File: config.mk
export PLATFORM = sky130hd
export DESIGN_NAME = cafeteira_uc_flat
export DESIGN_NICKNAME = d
export VERILOG_FILES = /design/src/rtl/cafeteira_uc_if.sv /design/src/rtl/cafeteira_uc.sv /design/src/flat_wrapper.sv
export SDC_FILE = /design/constraint.sdc
export NUM_CORES = 1
export LEC_CHECK = 0
export ABC_CLOCK_PERIOD_IN_PS = 1400
export CAP_MARGIN = 15
export CORE_MARGIN = 8
export CORE_UTILIZATION = 39
export CTS_CLUSTER_SIZE = 28
export DETAILED_ROUTE_END_ITERATION = 7
export GPL_ROUTABILITY_DRIVEN = 0
export GPL_TIMING_DRIVEN = 0
export PLACE_DENSITY = 0.86
export SETUP_SLACK_MARGIN = 0.05
export SLEW_MARGIN = 0
export SYNTH_ARGS = -nofsm -noshare
export SYNTH_HDL_FRONTEND = slang
export SYNTH_SLANG_ARGS = --single-unit
File: constraint.sdc
create_clock -name clock -period 1.4 [get_ports clock]
set_input_delay 0.28 -clock clock [delete_from_list [all_inputs] [get_ports clock]]
set_output_delay 0.28 -clock clock [all_outputs]
set_load 0.005 [all_outputs]
File: src/rtl/cafeteira_uc_if.sv
// ----------------------------------------------------------------------------
// cafeteira_uc_if
//   Bundle of every signal exchanged between the coffee-maker control unit
//   (cafeteira_uc) and its surroundings: the panel and serial-order inputs,
//   the datapath status flags, the datapath control strobes and the
//   done/error/debug indications.
//
//   modport master : the control unit (reads status, drives controls)
//   modport slave  : the datapath / panel side (drives status, reads controls)
//
//   Panel / serial inputs : ligar, cancelar, pronto_serial
//   Cup sensor status     : pronto_sensor_xicara, timeout_xicara, tem_xicara
//   Brew status           : fim_bomba, fim_ebulidor, timeout_ebulidor,
//                           fim_valvula, fim_contagem, fim_espera_fim
//   Datapath clears       : zera_sensor_xicara, zera_bomba, zera_valvula,
//                           zera_ebulidor, zera_serial
//   Datapath enables      : verifica_xicara, liga_bomba, liga_ebulidor,
//                           liga_valvula, conta_interferencia, conta_fim
//   Indications           : pronto, erro, db_estado[3:0]
// ----------------------------------------------------------------------------
interface cafeteira_uc_if;
    // Panel and serial-order inputs
    logic       ligar;
    logic       cancelar;
    logic       pronto_serial;

    // Datapath status flags
    logic       pronto_sensor_xicara;
    logic       timeout_xicara;
    logic       tem_xicara;
    logic       fim_bomba;
    logic       fim_ebulidor;
    logic       timeout_ebulidor;
    logic       fim_valvula;
    logic       fim_contagem;
    logic       fim_espera_fim;

    // Datapath clears
    logic       zera_sensor_xicara;
    logic       zera_bomba;
    logic       zera_valvula;
    logic       zera_ebulidor;
    logic       zera_serial;

    // Datapath enables
    logic       verifica_xicara;
    logic       liga_bomba;
    logic       liga_ebulidor;
    logic       liga_valvula;
    logic       conta_interferencia;
    logic       conta_fim;

    // Indications
    logic       pronto;
    logic       erro;
    logic [3:0] db_estado;

    modport master (
        input  ligar, cancelar, pronto_serial,
        input  pronto_sensor_xicara, timeout_xicara, tem_xicara,
        input  fim_bomba, fim_ebulidor, timeout_ebulidor,
        input  fim_valvula, fim_contagem, fim_espera_fim,
        output zera_sensor_xicara, zera_bomba, zera_valvula,
        output zera_ebulidor, zera_serial,
        output verifica_xicara, liga_bomba, liga_ebulidor,
        output liga_valvula, conta_interferencia, conta_fim,
        output pronto, erro, db_estado
    );

    modport slave (
        output ligar, cancelar, pronto_serial,
        output pronto_sensor_xicara, timeout_xicara, tem_xicara,
        output fim_bomba, fim_ebulidor, timeout_ebulidor,
        output fim_valvula, fim_contagem, fim_espera_fim,
        input  zera_sensor_xicara, zera_bomba, zera_valvula,
        input  zera_ebulidor, zera_serial,
        input  verifica_xicara, liga_bomba, liga_ebulidor,
        input  liga_valvula, conta_interferencia, conta_fim,
        input  pronto, erro, db_estado
    );
endinterface

File: src/rtl/cafeteira_uc.sv
// ----------------------------------------------------------------------------
// cafeteira_uc
//   Moore control unit of the coffee maker. Waits for an order from the ESP
//   serial link, checks for a cup (retrying up to MAX_TENTATIVAS times),
//   then fills, heats, settles, pours and holds before clearing the datapath
//   and waiting for the next order. Cancel and error handling included.
//
//   Parameters
//     MAX_TENTATIVAS : cup-detection attempts before ERRO_XICARA (1..7)
//
//   Ports
//     clock : system clock (50 MHz)
//     reset : asynchronous, active-low reset
//     bus   : cafeteira_uc_if.master -- status in, controls/indications out
//
//   All outputs are decoded from the state register only, so they never
//   carry combinational input terms.
// ----------------------------------------------------------------------------
module cafeteira_uc #(
    parameter int MAX_TENTATIVAS = 3
) (
    input  logic           clock,
    input  logic           reset,
    cafeteira_uc_if.master bus
);

    localparam logic [2:0] MAX_T = 3'(MAX_TENTATIVAS);

    typedef enum logic [3:0] {
        INICIAL       = 4'h0,
        ZERA          = 4'h1,
        ESPERA_PEDIDO = 4'h2,
        MEDE          = 4'h3,
        ESPERA_MEDIDA = 4'h4,
        ENCHE         = 4'h5,
        AQUECE        = 4'h6,
        INTERFERENCIA = 4'h7,
        DESPEJA       = 4'h8,
        ESPERA_FIM    = 4'h9,
        FIM           = 4'hA,
        CANCELA       = 4'hC,
        ERRO_XICARA   = 4'hE,
        ERRO_EBULIDOR = 4'hF
    } estado_t;

    estado_t    r_estado;
    estado_t    w_prox;
    logic [2:0] r_tent;
    logic [2:0] w_tent_next;
    logic [2:0] w_tent_inc;
    logic       w_falha_xicara;
    logic       w_cancelavel;

    logic w_zera;
    logic w_verifica_xicara;
    logic w_liga_bomba;
    logic w_liga_ebulidor;
    logic w_liga_valvula;
    logic w_conta_interferencia;
    logic w_conta_fim;
    logic w_pronto;
    logic w_erro;

    // Attempt counter saturates at 7 so it can never wrap back into range.
    assign w_tent_inc = (r_tent == 3'd7) ? 3'd7 : (r_tent + 3'd1);

    // A timeout counts as a failed attempt even if a reading arrives in the
    // same cycle; only a clean reading with a cup present is a success.
    assign w_falha_xicara = bus.timeout_xicara |
                            (bus.pronto_sensor_xicara & ~bus.tem_xicara);

    // Only states with an operation in progress (or an error latched) can be
    // aborted; idle, clearing and completion states ignore cancelar.
    always_comb begin
        w_cancelavel = 1'b0;
        case (r_estado)
            MEDE, ESPERA_MEDIDA, ENCHE, AQUECE, INTERFERENCIA,
            DESPEJA, ESPERA_FIM, ERRO_XICARA, ERRO_EBULIDOR:
                w_cancelavel = 1'b1;
            default:
                w_cancelavel = 1'b0;
        endcase
    end

    always_ff @(posedge clock or negedge reset) begin
        if (!reset) begin
            r_estado <= INICIAL;
            r_tent   <= 3'd0;
        end else begin
            r_estado <= w_prox;
            r_tent   <= w_tent_next;
        end
    end

    // Next-state and attempt-counter logic
    always_comb begin
        w_prox      = r_estado;
        w_tent_next = r_tent;

        if (bus.cancelar && w_cancelavel) begin
            w_prox = CANCELA;
        end else begin
            case (r_estado)
                INICIAL: begin
                    if (bus.ligar)
                        w_prox = ZERA;
                end
                ZERA: begin
                    w_tent_next = 3'd0;
                    w_prox      = ESPERA_PEDIDO;
                end
                ESPERA_PEDIDO: begin
                    // Powering off wins over a late order.
                    if (!bus.ligar)
                        w_prox = INICIAL;
                    else if (bus.pronto_serial)
                        w_prox = MEDE;
                end
                MEDE: begin
                    w_prox = ESPERA_MEDIDA;
                end
                ESPERA_MEDIDA: begin
                    if (w_falha_xicara) begin
                        w_tent_next = w_tent_inc;
                        w_prox      = (w_tent_inc < MAX_T) ? MEDE : ERRO_XICARA;
                    end else if (bus.pronto_sensor_xicara && bus.tem_xicara) begin
                        w_prox = ENCHE;
                    end
                end
                ENCHE: begin
                    if (bus.fim_bomba)
                        w_prox = AQUECE;
                end
                AQUECE: begin
                    if (bus.timeout_ebulidor)
                        w_prox = ERRO_EBULIDOR;
                    else if (bus.fim_ebulidor)
                        w_prox = INTERFERENCIA;
                end
                INTERFERENCIA: begin
                    if (bus.fim_contagem)
                        w_prox = DESPEJA;
                end
                DESPEJA: begin
                    if (bus.fim_valvula)
                        w_prox = ESPERA_FIM;
                end
                ESPERA_FIM: begin
                    if (bus.fim_espera_fim)
                        w_prox = FIM;
                end
                FIM: begin
                    // Pass through ZERA so the next order starts from a
                    // cleared datapath and a fresh attempt count.
                    w_prox = ZERA;
                end
                CANCELA: begin
                    w_tent_next = 3'd0;
                    w_prox      = ESPERA_PEDIDO;
                end
                ERRO_XICARA, ERRO_EBULIDOR: begin
                    w_prox = r_estado;
                end
                default: begin
                    w_prox = INICIAL;
                end
            endcase
        end
    end

    // Moore output decode
    always_comb begin
        w_zera                = 1'b0;
        w_verifica_xicara     = 1'b0;
        w_liga_bomba          = 1'b0;
        w_liga_ebulidor       = 1'b0;
        w_liga_valvula        = 1'b0;
        w_conta_interferencia = 1'b0;
        w_conta_fim           = 1'b0;
        w_pronto              = 1'b0;
        w_erro                = 1'b0;
        case (r_estado)
            ZERA, CANCELA:                w_zera                = 1'b1;
            MEDE:                         w_verifica_xicara     = 1'b1;
            ENCHE:                        w_liga_bomba          = 1'b1;
            AQUECE:                       w_liga_ebulidor       = 1'b1;
            INTERFERENCIA:                w_conta_interferencia = 1'b1;
            DESPEJA:                      w_liga_valvula        = 1'b1;
            ESPERA_FIM:                   w_conta_fim           = 1'b1;
            FIM:                          w_pronto              = 1'b1;
            ERRO_XICARA, ERRO_EBULIDOR:   w_erro                = 1'b1;
            default: ;
        endcase
    end

    assign bus.zera_sensor_xicara  = w_zera;
    assign bus.zera_bomba          = w_zera;
    assign bus.zera_valvula        = w_zera;
    assign bus.zera_ebulidor       = w_zera;
    assign bus.zera_serial         = w_zera;
    assign bus.verifica_xicara     = w_verifica_xicara;
    assign bus.liga_bomba          = w_liga_bomba;
    assign bus.liga_ebulidor       = w_liga_ebulidor;
    assign bus.liga_valvula        = w_liga_valvula;
    assign bus.conta_interferencia = w_conta_interferencia;
    assign bus.conta_fim           = w_conta_fim;
    assign bus.pronto              = w_pronto;
    assign bus.erro                = w_erro;
    assign bus.db_estado           = r_estado;

    // Pump, heater and valve must never be energised together.
    a_atuadores_exclusivos: assert property (
        @(posedge clock) disable iff (!reset)
        $onehot0({w_liga_bomba, w_liga_ebulidor, w_liga_valvula})
    );

endmodule

File: src/flat_wrapper.sv
// flat-port wrapper written by rule: the top's interface ports become plain ports
module cafeteira_uc_flat 
#(
    parameter int MAX_TENTATIVAS = 3
)
  (clock, reset, bus_ligar, bus_cancelar, bus_pronto_serial, bus_pronto_sensor_xicara, bus_timeout_xicara, bus_tem_xicara, bus_fim_bomba, bus_fim_ebulidor, bus_timeout_ebulidor, bus_fim_valvula, bus_fim_contagem, bus_fim_espera_fim, bus_zera_sensor_xicara, bus_zera_bomba, bus_zera_valvula, bus_zera_ebulidor, bus_zera_serial, bus_verifica_xicara, bus_liga_bomba, bus_liga_ebulidor, bus_liga_valvula, bus_conta_interferencia, bus_conta_fim, bus_pronto, bus_erro, bus_db_estado);
  cafeteira_uc_if bus_i ();
  input  logic clock;
  input  logic reset;
  input wire logic [$bits(bus_i.ligar)-1:0] bus_ligar;
  input wire logic [$bits(bus_i.cancelar)-1:0] bus_cancelar;
  input wire logic [$bits(bus_i.pronto_serial)-1:0] bus_pronto_serial;
  input wire logic [$bits(bus_i.pronto_sensor_xicara)-1:0] bus_pronto_sensor_xicara;
  input wire logic [$bits(bus_i.timeout_xicara)-1:0] bus_timeout_xicara;
  input wire logic [$bits(bus_i.tem_xicara)-1:0] bus_tem_xicara;
  input wire logic [$bits(bus_i.fim_bomba)-1:0] bus_fim_bomba;
  input wire logic [$bits(bus_i.fim_ebulidor)-1:0] bus_fim_ebulidor;
  input wire logic [$bits(bus_i.timeout_ebulidor)-1:0] bus_timeout_ebulidor;
  input wire logic [$bits(bus_i.fim_valvula)-1:0] bus_fim_valvula;
  input wire logic [$bits(bus_i.fim_contagem)-1:0] bus_fim_contagem;
  input wire logic [$bits(bus_i.fim_espera_fim)-1:0] bus_fim_espera_fim;
  output wire logic [$bits(bus_i.zera_sensor_xicara)-1:0] bus_zera_sensor_xicara;
  output wire logic [$bits(bus_i.zera_bomba)-1:0] bus_zera_bomba;
  output wire logic [$bits(bus_i.zera_valvula)-1:0] bus_zera_valvula;
  output wire logic [$bits(bus_i.zera_ebulidor)-1:0] bus_zera_ebulidor;
  output wire logic [$bits(bus_i.zera_serial)-1:0] bus_zera_serial;
  output wire logic [$bits(bus_i.verifica_xicara)-1:0] bus_verifica_xicara;
  output wire logic [$bits(bus_i.liga_bomba)-1:0] bus_liga_bomba;
  output wire logic [$bits(bus_i.liga_ebulidor)-1:0] bus_liga_ebulidor;
  output wire logic [$bits(bus_i.liga_valvula)-1:0] bus_liga_valvula;
  output wire logic [$bits(bus_i.conta_interferencia)-1:0] bus_conta_interferencia;
  output wire logic [$bits(bus_i.conta_fim)-1:0] bus_conta_fim;
  output wire logic [$bits(bus_i.pronto)-1:0] bus_pronto;
  output wire logic [$bits(bus_i.erro)-1:0] bus_erro;
  output wire logic [$bits(bus_i.db_estado)-1:0] bus_db_estado;
  assign bus_i.ligar = bus_ligar;
  assign bus_i.cancelar = bus_cancelar;
  assign bus_i.pronto_serial = bus_pronto_serial;
  assign bus_i.pronto_sensor_xicara = bus_pronto_sensor_xicara;
  assign bus_i.timeout_xicara = bus_timeout_xicara;
  assign bus_i.tem_xicara = bus_tem_xicara;
  assign bus_i.fim_bomba = bus_fim_bomba;
  assign bus_i.fim_ebulidor = bus_fim_ebulidor;
  assign bus_i.timeout_ebulidor = bus_timeout_ebulidor;
  assign bus_i.fim_valvula = bus_fim_valvula;
  assign bus_i.fim_contagem = bus_fim_contagem;
  assign bus_i.fim_espera_fim = bus_fim_espera_fim;
  assign bus_zera_sensor_xicara = bus_i.zera_sensor_xicara;
  assign bus_zera_bomba = bus_i.zera_bomba;
  assign bus_zera_valvula = bus_i.zera_valvula;
  assign bus_zera_ebulidor = bus_i.zera_ebulidor;
  assign bus_zera_serial = bus_i.zera_serial;
  assign bus_verifica_xicara = bus_i.verifica_xicara;
  assign bus_liga_bomba = bus_i.liga_bomba;
  assign bus_liga_ebulidor = bus_i.liga_ebulidor;
  assign bus_liga_valvula = bus_i.liga_valvula;
  assign bus_conta_interferencia = bus_i.conta_interferencia;
  assign bus_conta_fim = bus_i.conta_fim;
  assign bus_pronto = bus_i.pronto;
  assign bus_erro = bus_i.erro;
  assign bus_db_estado = bus_i.db_estado;
  cafeteira_uc #(.MAX_TENTATIVAS(MAX_TENTATIVAS)) u_core (.clock(clock), .reset(reset), .bus(bus_i));
endmodule
Word-level counts from Yosys, hierarchy flattened --
Memory sizes are Yosys's and may differ from the RTL's. Index checks and enable logic that the tools add are counted.
Storage, ports and cells: register bits 7, bits in read-only memories 16, input bits 14, word-level logic and storage cells 67, memories 1
Memories:
- (name not given) | depth 16, width 1, read ports 1, clocked after memory_dff 0, write ports 0, RTL line cafeteira_uc.sv:76 | case (r_estado)
Operators by class: add/subtract/negate cells 1, $lt $le $gt $ge 1, equality and inequality tests 24, mux-type cells 26, bitwise logic cells 4, reduce and logical (&&, ||, !) cells 8
Operator list (count):
- 4-bit two-way mux | 13
- 4-bit case mux with 12 select lines | 1
- 4-bit == test (second input constant) | 6
- 4-bit by 3-bit == test with 1-bit output (second input constant) | 4
- 3-bit by 2-bit != test with 1-bit output (second input constant) | 5
- 1-bit two-way mux | 9
- 9-bit AND reduction | 1
- 4-bit by 2-bit == test with 1-bit output (second input constant) | 2
- 4-bit by 3-bit != test with 1-bit output (second input constant) | 2
- 3-bit two-way mux | 2
- 3-bit case mux with 2 select lines | 1
- 4-bit by 1-bit == test with 1-bit output (second input constant) | 1
- 4-bit zero test | 1
- 2-bit by 1-bit != test with 1-bit output (second input constant) | 2
- 4-bit by 1-bit != test with 1-bit output (second input constant) | 1
- 2-bit OR reduction | 2
- 3-bit by 1-bit adder with 3-bit output (second input constant) | 1
- 3-bit == test (second input constant) | 1
- 3-bit by 2-bit less-than comparator with 1-bit output (second input constant) | 1
- 3-bit AND reduction | 1
- 1-bit logical AND | 2
- 1-bit inverter | 2
- 2-bit nonzero test | 1
- 1-bit bitwise AND | 1
- 1-bit bitwise OR | 1

Depth between registers and ports, before layout --
Gate-level depths: netlist (run 1).
word-level depth 7, depth in mapped cells 6

Worst setup path before layout (run 1) --
OpenSTA, ideal clock, no wires.
kind reg2reg, start point reg u_core.r_estado[0] (netlist: u_core.bus.db_estado[0]), end point reg u_core.r_tent[1], setup time 0.125 ns, data arrival time 1.473 ns, data required time 1.275 ns, slack -0.198 ns, cell stages (with the launch flop) 7, cells stage by stage dfrtp_1 buf_2 buf_2 a22oi_1 nor2_1 nor2_1 mux2_2
On the way: longest elaborated chain between the ends 4
RTL lines:
- start, declared | RTL line cafeteira_uc.sv:46 | estado_t r_estado;
- start signal, assigned | RTL line cafeteira_uc.sv:90 | r_estado <= w_prox;
- memory read 16 x 1 bit (tied with other cells)
- 1-bit logical AND / 2-bit OR reduction (equally long branches)
- 1-bit inverter (no line) / 2-bit nonzero test (equally long branches)
- 3-bit AND reduction (no line)
- end signal, assigned | RTL line cafeteira_uc.sv:91 | r_tent <= w_tent_next;
- end, declared | RTL line cafeteira_uc.sv:48 | logic [2:0] r_tent;
Several ways; a longest one is shown, not always the timed one. A chain may end at the register's enable or synchronous reset.

Final worst setup path (run 1) --
start point reg u_core.r_estado[2] (netlist: u_core.bus.db_estado[2]), end point out bus_zera_serial
On the way: longest elaborated chain between the ends 3
RTL lines:
- 4-bit by 1-bit == test with 1-bit output / 4-bit == test (equally long branches) | RTL line cafeteira_uc.sv:182 | case (r_estado)
- 2-bit OR reduction (no line) (*)
- 1-bit two-way mux (*) | RTL line cafeteira_uc.sv:182
- end, declared | RTL line flat_wrapper.sv:26 | output wire logic [$bits(bus_i.zera_serial)-1:0] bus_zera_serial;
Mark *: on every way between the ends. The rest lies on a longest branch, timed or not.

==> results of run 1 <==
## critical path, cell delays in order (launching register included)
cell     delay (ps)
dfrtp_2         440
buf_6           130
nor2b_4         120
a22oi_2         200
nor2_4           80
buf_6           130
buf_6           100
buf_6           100
## per-layer routing
layer | up-vias | track usage, % | share of wire, %
met5 | - | 0 | 0
met4 | 0 | 9.635 | 5.3
met3 | 26 | 3.549 | 7.6
met2 | 98 | 33.58 | 48
met1 | 607 | 24.43 | 39
li1 | 528 | - | -
## what timing repair did
item	4_1_cts	5_1_grt
gates resized for setup	121	31
endpoints found under the hold margin	0	0
pin swaps	11	6
setup endpoints to repair	24	23
buffers inserted	28	7
## through the flow
stage | total power [uW] | instances | cell area, um2
floorplan | 1740 | 108 | 810.8
global placement | 2389 | 165 | 1145
detailed placement | 2457 | 165 | 1145
CTS | 3696 | 197 | 1536
global route | 4682 | 202 | 1692
finish | 4485 | 202 | 1692
## logic make-up after synthesis
| family | Yosys count | share of synthesized area (%) |
|---|---|---|
| buffers and inverters | 15 | 10.08 |
| AOI/OAI and AO/OA | 34 | 29.61 |
| and+or+nand+nor | 46 | 29.92 |
| muxes | 5 | 6.771 |
| DFF | 7 | 22.05 |
| adders and majority gates | 1 | 1.575 |
## report_power, final
part | switching, uW | internal [uW] | leakage [uW]
registers | 138 | 316 | 0.0000844
logic | 1800 | 2050 | 0.000660
clock network | 71.9 | 109 | 0.0000150
## worst max-delay path by stage
stage / start / endpoint / slack [ps] / depth (start not counted)
after floorplan: u_core.bus.db_estado[3] / u_core.bus.db_estado[0] / -130 / 5
after global placement: u_core.bus.db_estado[2] / bus_zera_sensor_xicara / -660 / 6
after detailed placement: u_core.bus.db_estado[2] / bus_zera_sensor_xicara / -720 / 6
after CTS: u_core.bus.db_estado[0] / bus_zera_sensor_xicara / -420 / 7
after global routing: u_core.bus.db_estado[2] / bus_zera_bomba / -510 / 7
final: u_core.bus.db_estado[2] / bus_zera_serial / -450 / 7
## Yosys cell counts (all sizes together) (2+ instances only)
master / number / share of area [%]
buf: 11 / 8.2
o221ai: 2 / 2.2
o211ai: 2 / 1.9
nand2: 10 / 4.7
nor3: 4 / 3.1
o31ai: 2 / 1.9
nor2: 16 / 7.6
mux2i: 2 / 2.5
a21oi: 8 / 5.0
o21ai: 10 / 6.3
mux2: 3 / 4.3
nor2b: 3 / 2.4
nor3b: 2 / 1.9
inv: 3 / 1.4
dfrtp: 7 / 22
nand2b: 3 / 2.4
## cell type report
| type | count | area, um2 |
|---|---|---|
| Clock buffer | 4 | 26.28 |
| Buffer | 11 | 127.6 |
| Inverter | 3 | 13.76 |
| Fill cell | 92 | 250.2 |
| Multi-Input combinational cell | 86 | 710.7 |
| Sequential cell | 7 | 177.7 |
| Tap cell | 27 | 33.78 |
| Timing Repair Buffer | 64 | 601.8 |
## state kept, by name, summed over array words and instances, names as in the netlist
| signal | cells |
|---|---|
| u_core.bus.db_estado | 4 |
| u_core.r_tent | 3 |
==> impl.org, run 1 <==
** Timing
- The final number of hold-violating endpoints was 0.
- After layout, the worst setup slack is -448.9 ps.
- Setup violations remaining at the end of the flow were counted as 20.
- Final period demand of the worst path :: 1849 ps
- Worst Max-Slew Pin Slew :: 439.5 ps
- Setup tns final :: -6771 ps
- Setup repair after global routing could not meet its margin everywhere.
- Final cycle utilization of the critical path :: 132.1%
- Headroom to the max-slew limit came out at between 70% and 80%.
- Max Fclk :: ~540 MHz
- The clock arrives with approximately 0.32 ps of skew.
- Final hold analysis gives a worst-case slack of 277.2 ps.
- Final number of max-transition violations :: 0

** Clock tree
- Clock-pin slew of the registers on the worst-case setup and hold paths :: 50 ps
- CTS max path bufs :: 2
- In this run the number of H-tree levels came out at 1.
- Counting every sink on the clock net gives 7.
- Number of clock buffers inserted by TritonCTS :: 3
- Buffers inserted to repair hold after CTS numbered 0.
- The root buffer cell chosen for the clock tree is clkbuf_4.
- Clock insertion delay at the later pin of the skew report :: between 200 and 300 ps
- TritonCTS built the clock tree.

** Layout
- Area growth syn-to-layout :: 112.9%
- Most used cells in the layout excluding fill and tap cells :: 36 x buf_6, 16 x buf_4, 13 x clkdlybuf4s50_1
- Final layout net count :: ~190
- At the end of the flow the core is filled with cells to slightly below 90%.
- Leading cell type in the layout, fill and taps excluded :: buf_6
- 0 antenna diodes ended up in the layout.
- Cells with a size suffix above 1 make up 56.57% of the layout.

** Yosys
- A synthesized cell averages 7.357 um2.
- Proportion of synthesized flip-flops having asynchronous set or reset :: 100.0%
- For this run, the number of Yosys warnings is 0.
- Flip-flop and latch count after synthesis :: 7
- The synthesized netlist occupies a cell area of 794.5 um2.
- Count of different cell masters after synthesis :: 38
- Sequential fraction of the synthesis area :: between 20% and 30%
- Net count of the mapped netlist :: about 120
- Cells after Synth :: 108
- For this run, the leading register cell type out of synthesis is dfrtp_1.
- Yosys mapped a number of flops with a built-in enable equal to 0.

** Critical path
- Worst reg2reg path startpoint :: u_core.bus.db_estado[0]
- STA classifies the critical path startpoint as a register.
- Critical Path End Type :: primary output
- At the worst endpoint, the arrival time is roughly 1600 ps.
- Required time reported for the critical path endpoint :: between 1000 and 1500 ps
- By startpoint and endpoint, the worst setup path is classified as register to primary output.
- The number of cells on the worst reg-to-reg path is 7.
- Largest fanout on the critical path :: 3
- The worst register-to-register path ends at u_core.bus.db_estado[0].
- Worst-case register-to-register setup slack :: -450 ps

** Routing
- Using the TritonRoute via totals, the vias-per-cell ratio works out to between 6 and 7.
- Number of routed nets with antenna violations :: 0
- In this run, the number of DRC markers left after iteration 0 of detailed routing was 85.
- For this block, the routed nets add up to between 4000 and 5000 um of wire.
- Total number of vias :: ~1300
- Average wire per cell in the routed design :: roughly 22 um
- Total iterations of the first detailed-routing run :: 4
- Number of remaining DRC errors :: 0

** Die
- 31 I/O pins were placed.
- Die Y :: ~61 um
- In this run the standard cell core region covers 1942 um2.
- Area of the die :: between 3000 and 4000 um2
- After floorplanning, the core was divided into 16 placement rows.
- The die is 61.14 um wide.
- Once the floorplan was initialized, standard cells occupied between 40 and 50% of the core.

** Job
- The tool flagged a number of max-cap violations equal to 0.

** Place
- Port buffering added 30 buffers.
- Detailed placement HPWL :: 1983 um
- OpenSTA, run right after detailed placement, puts the worst setup slack at -719.4 ps.

** GRT
- All-layer global routing usage :: around a fifth
- Via count of the first global-routing pass :: around 1200
- Leftover overflow at the end of global routing :: 0
- Entering global routing, the biggest net connects 11 pins.
- The number of antenna violations at the first check in global routing came to 0.
- First-pass GRT wire length :: slightly below 6000 um

** Pwr
- PwrDens :: approximately 2700 nW/um2
- Across the VDD grid, the largest voltage drop is between 0.0015 and 0.002 V.
- P_leak :: about 0.00076 uW

** Status
- The checks that failed: negative setup slack.
- Result of the run :: complete, but fails checks

** Min path
- The path class of the tightest hold or removal check is input pin to asynchronous set/reset pin.
(Power assumes the default switching activity.)
==> run 2, diff against run 1 <==
--- a/config.mk
+++ b/config.mk
@@ -9,12 +9,12 @@
 export CAP_MARGIN = 15
 export CORE_MARGIN = 8
 export CORE_UTILIZATION = 39
-export CTS_CLUSTER_SIZE = 28
 export DETAILED_ROUTE_END_ITERATION = 7
 export GPL_ROUTABILITY_DRIVEN = 0
 export GPL_TIMING_DRIVEN = 0
 export PLACE_DENSITY = 0.86
 export SETUP_SLACK_MARGIN = 0.05
+export SKIP_LAST_GASP = 1
 export SLEW_MARGIN = 0
 export SYNTH_ARGS = -nofsm -noshare
 export SYNTH_HDL_FRONTEND = slang
==> run 2 against run 1 <==
Net effect:
- the flow still finishes with violations (negative setup slack)
- sequential power down 2%
- non-clock buffer count down 2
- register-to-register slack about the same
- clock power down 4%
- critical path depth down 1
- sequential share of layout area up 0.22 points
- wire length down 4.4%
- die area unchanged
- utilization down 1.8 points
- combinational power down 3%
- critical path type is now register to register
- critical endpoint is now u_core.bus.db_estado[1]
- largest power group unchanged
==> impl.org, run 2 (synthesis gave the netlist of run 1 again) <==
** Status
- Result of the run :: complete, but fails checks
- The checks that failed: negative setup slack.

** Critical path
- Critical Path End Type :: register
- Worst setup path class :: register to register
- The setup check on the worst reg-to-reg path leaves a slack of -440 ps.
- Largest fanout on the critical path :: 5
- Endpoint of the worst register-to-register path :: u_core.bus.db_estado[1]
- R2r worst-path depth :: 6
- Worst reg2reg path startpoint :: u_core.bus.db_estado[3]
- Required time reported for the critical path endpoint :: roughly 1600 ps
- Signal arrival time at the worst endpoint :: approximately 2000 ps
- Critical Path Start Type :: register

** GRT
- Entering global routing, the biggest net connects 11 pins.
- The number of antenna violations at the first check in global routing was 0.
- All-layer global routing usage :: approximately 20%
- The first global-routing pass estimated just under 6000 um of wire.
- Leftover overflow at the end of global routing :: 0
- Via count of the first global-routing pass :: approximately 1100

** Timing
- Worst Max-Slew Pin Slew :: 404.8 ps
- Timing would allow up to roughly 540 MHz.
- The max-slew violation count is 0.
- Setup violations remaining at the end of the flow were counted as 20.
- After layout, the worst setup slack is -439.4 ps.
- Final period demand of the worst path :: around 1800 ps
- Setup repair after global routing could not meet its margin everywhere.
- Number of hold violations in the final report :: 0
- The final critical path takes up 131.4% of the cycle.
- Measured against its own limit, the worst slew margin works out to between 70 and 80%.
- On the final layout, the worst clock skew is ~0.96 ps.

** Routing
- In this run, the number of DRC markers left after iteration 0 of detailed routing was between 60 and 70.
- After detailed routing, the number of remaining DRC violations is 0.
- Total Wirelength :: 4306 um
- Number of routed nets with antenna violations :: 0
- Total number of vias :: about 1200
- Dividing the detail-routed via count by the number of cells gives between 6 and 7.
- Average wire per cell in the routed design :: around 22 um
- The first detailed-routing pass ran for 4 iterations.

** Clock tree
- Clock-pin slew of the registers on the worst-case setup and hold paths :: 50 ps
- For this design, the sink count on the clock tree is 7.
- The number of clock buffers added by TritonCTS is 3.
- TritonCTS built the clock tree.
- The clock reaches the later pin of the worst-skew pair after between 200 and 250 ps.
- CTS max path bufs :: 2
- In this run the number of H-tree levels came out at 1.
- Clock tree synthesis selected as its root buffer the cell clkbuf_4.

** Die
- Total core area :: 1942 um2
- Std cell rows :: 16
- The die is around 61 um tall.
- During I/O placement, the number of pins put on the boundary was 31.
- The die covers 3737 um2.
- DIE WIDTH :: about 61 um
- The initial utilization of the core area, before any placement, comes to between 40% and 50%.

** Pwr
- The share of total power dissipated in sequential elements is 10.3%.
- Per report_power, the combinational group accounts for approximately 86% of the total.
- PwrDens :: between 2000 and 3000 nW/um2
- Of the total power, the share spent switching nets is between 40% and 50%.
- Clock power frac :: approximately 4%
- Power dissipated by switching net loads :: slightly below 2000 uW
- Max IR drop VDD :: 0.001601 V
- P_leak :: 0.0007471 uW
- Int Pwr :: 2369 uW

** Layout
- Fraction of final layout cells sized beyond drive strength 1 :: 56.65%
- From synthesis to final layout, the design area changed by 108.5%.
- The register with the most flip-flops in the layout has 4 of them.
- The top cell types in the final layout, fill and taps aside, are 31 x buf_6, 18 x buf_4, 13 x clkdlybuf4s50_1.
- The number of antenna diodes in the final layout is 0.
- Cells fill between 80% and 90% of the core in the end.
- The library cell used most frequently in the layout, excluding fill and tap cells, is buf_6.
- Count of fill cells added during filler insertion :: a little under 100
- Final layout net count :: ~190

** Place
- Detailed placement HPWL :: ~2000 um
- Number of buffer cells added on primary ports :: 30
- Before CTS, the worst setup slack after placement is -719.4 ps.

** Job
- The tool flagged a number of max-cap violations equal to 0.

** Min path
- Worst min-delay path category :: input pin to asynchronous set/reset pin
[run 2: area by class of cell]
class	instances	area [um2]	share of cell area [%]
plain buffers	11	127.6	7.704
inverters	3	13.76	0.8308
repair buffers	62	559.3	33.76
flip-flops and latches	7	177.7	10.73
well taps	27	33.78	2.039
multi-input cells	86	718.2	43.35
clock buffers	4	26.28	1.586
[run 2: layer usage]
layer / share of wire, % / up-vias / wire length, um / track usage, %
li1: - / 522 / - / -
met1: 37 / 598 / 1578 / 22.53
met2: 50 / 72 / 2148 / 34.93
met3: 7.6 / 27 / 326 / 3.967
met4: 5.9 / 0 / 253 / 12.62
met5: 0 / - / 0 / 0
[run 2: repair_timing]
item | 4_1_cts | 5_1_grt
hold endpoints to repair | 0 | 0
hold buffers | 0 | 0
setup buffers | 28 | 5
resized for setup | 118 | 31
pin swaps | 11 | 11
endpoints found under the setup margin | 24 | 23
[run 2: per-stage QoR]
| step | setup TNS [ps] | hold slack (ps) | power, uW | area (um2) | std cells |
|---|---|---|---|---|---|
| floorplan | -890.9 | -15.59 | 1740 | 810.8 | 108 |
| global placement | -9371 | 523.0 | 2389 | 1145 | 165 |
| detailed placement | -9993 | 543.1 | 2457 | 1145 | 165 |
| CTS | -5620 | 281.5 | 3666 | 1531 | 197 |
| global route | -6875 | 299.8 | 4513 | 1657 | 200 |
| finish | -6012 | 285.3 | 4337 | 1657 | 200 |
[run 2: worst max-delay path by stage]
stage	from	end	slack [ps]	cells after the start
detailed placement	u_core.bus.db_estado[2]	bus_zera_sensor_xicara	-720	6
finish	u_core.bus.db_estado[3]	u_core.bus.db_estado[1]	-440	6
global placement	u_core.bus.db_estado[2]	bus_zera_sensor_xicara	-660	6
CTS	u_core.bus.db_estado[0]	bus_zera_sensor_xicara	-420	7
global route	u_core.bus.db_estado[3]	u_core.bus.db_estado[1]	-490	6
floorplan	u_core.bus.db_estado[3]	u_core.bus.db_estado[0]	-130	5
[run 2: critical path, stage by stage (launching register included)]
cell,delay [ps]
dfrtp_1,400
buf_6,130
or2b_4,240
o22ai_2,80
a221o_1,420
a211oi_4,260
mux2i_1,220
[run 2: power by group through the flow]
stage | combinational (uW) | clock (uW) | sequential, uW
after floorplan | 1330 | 0 | 414
after global placement | 1950 | 0 | 436
after detailed placement | 2020 | 0 | 441
after CTS | 3060 | 183 | 421
after global routing | 3860 | 196 | 454
final | 3720 | 173 | 447
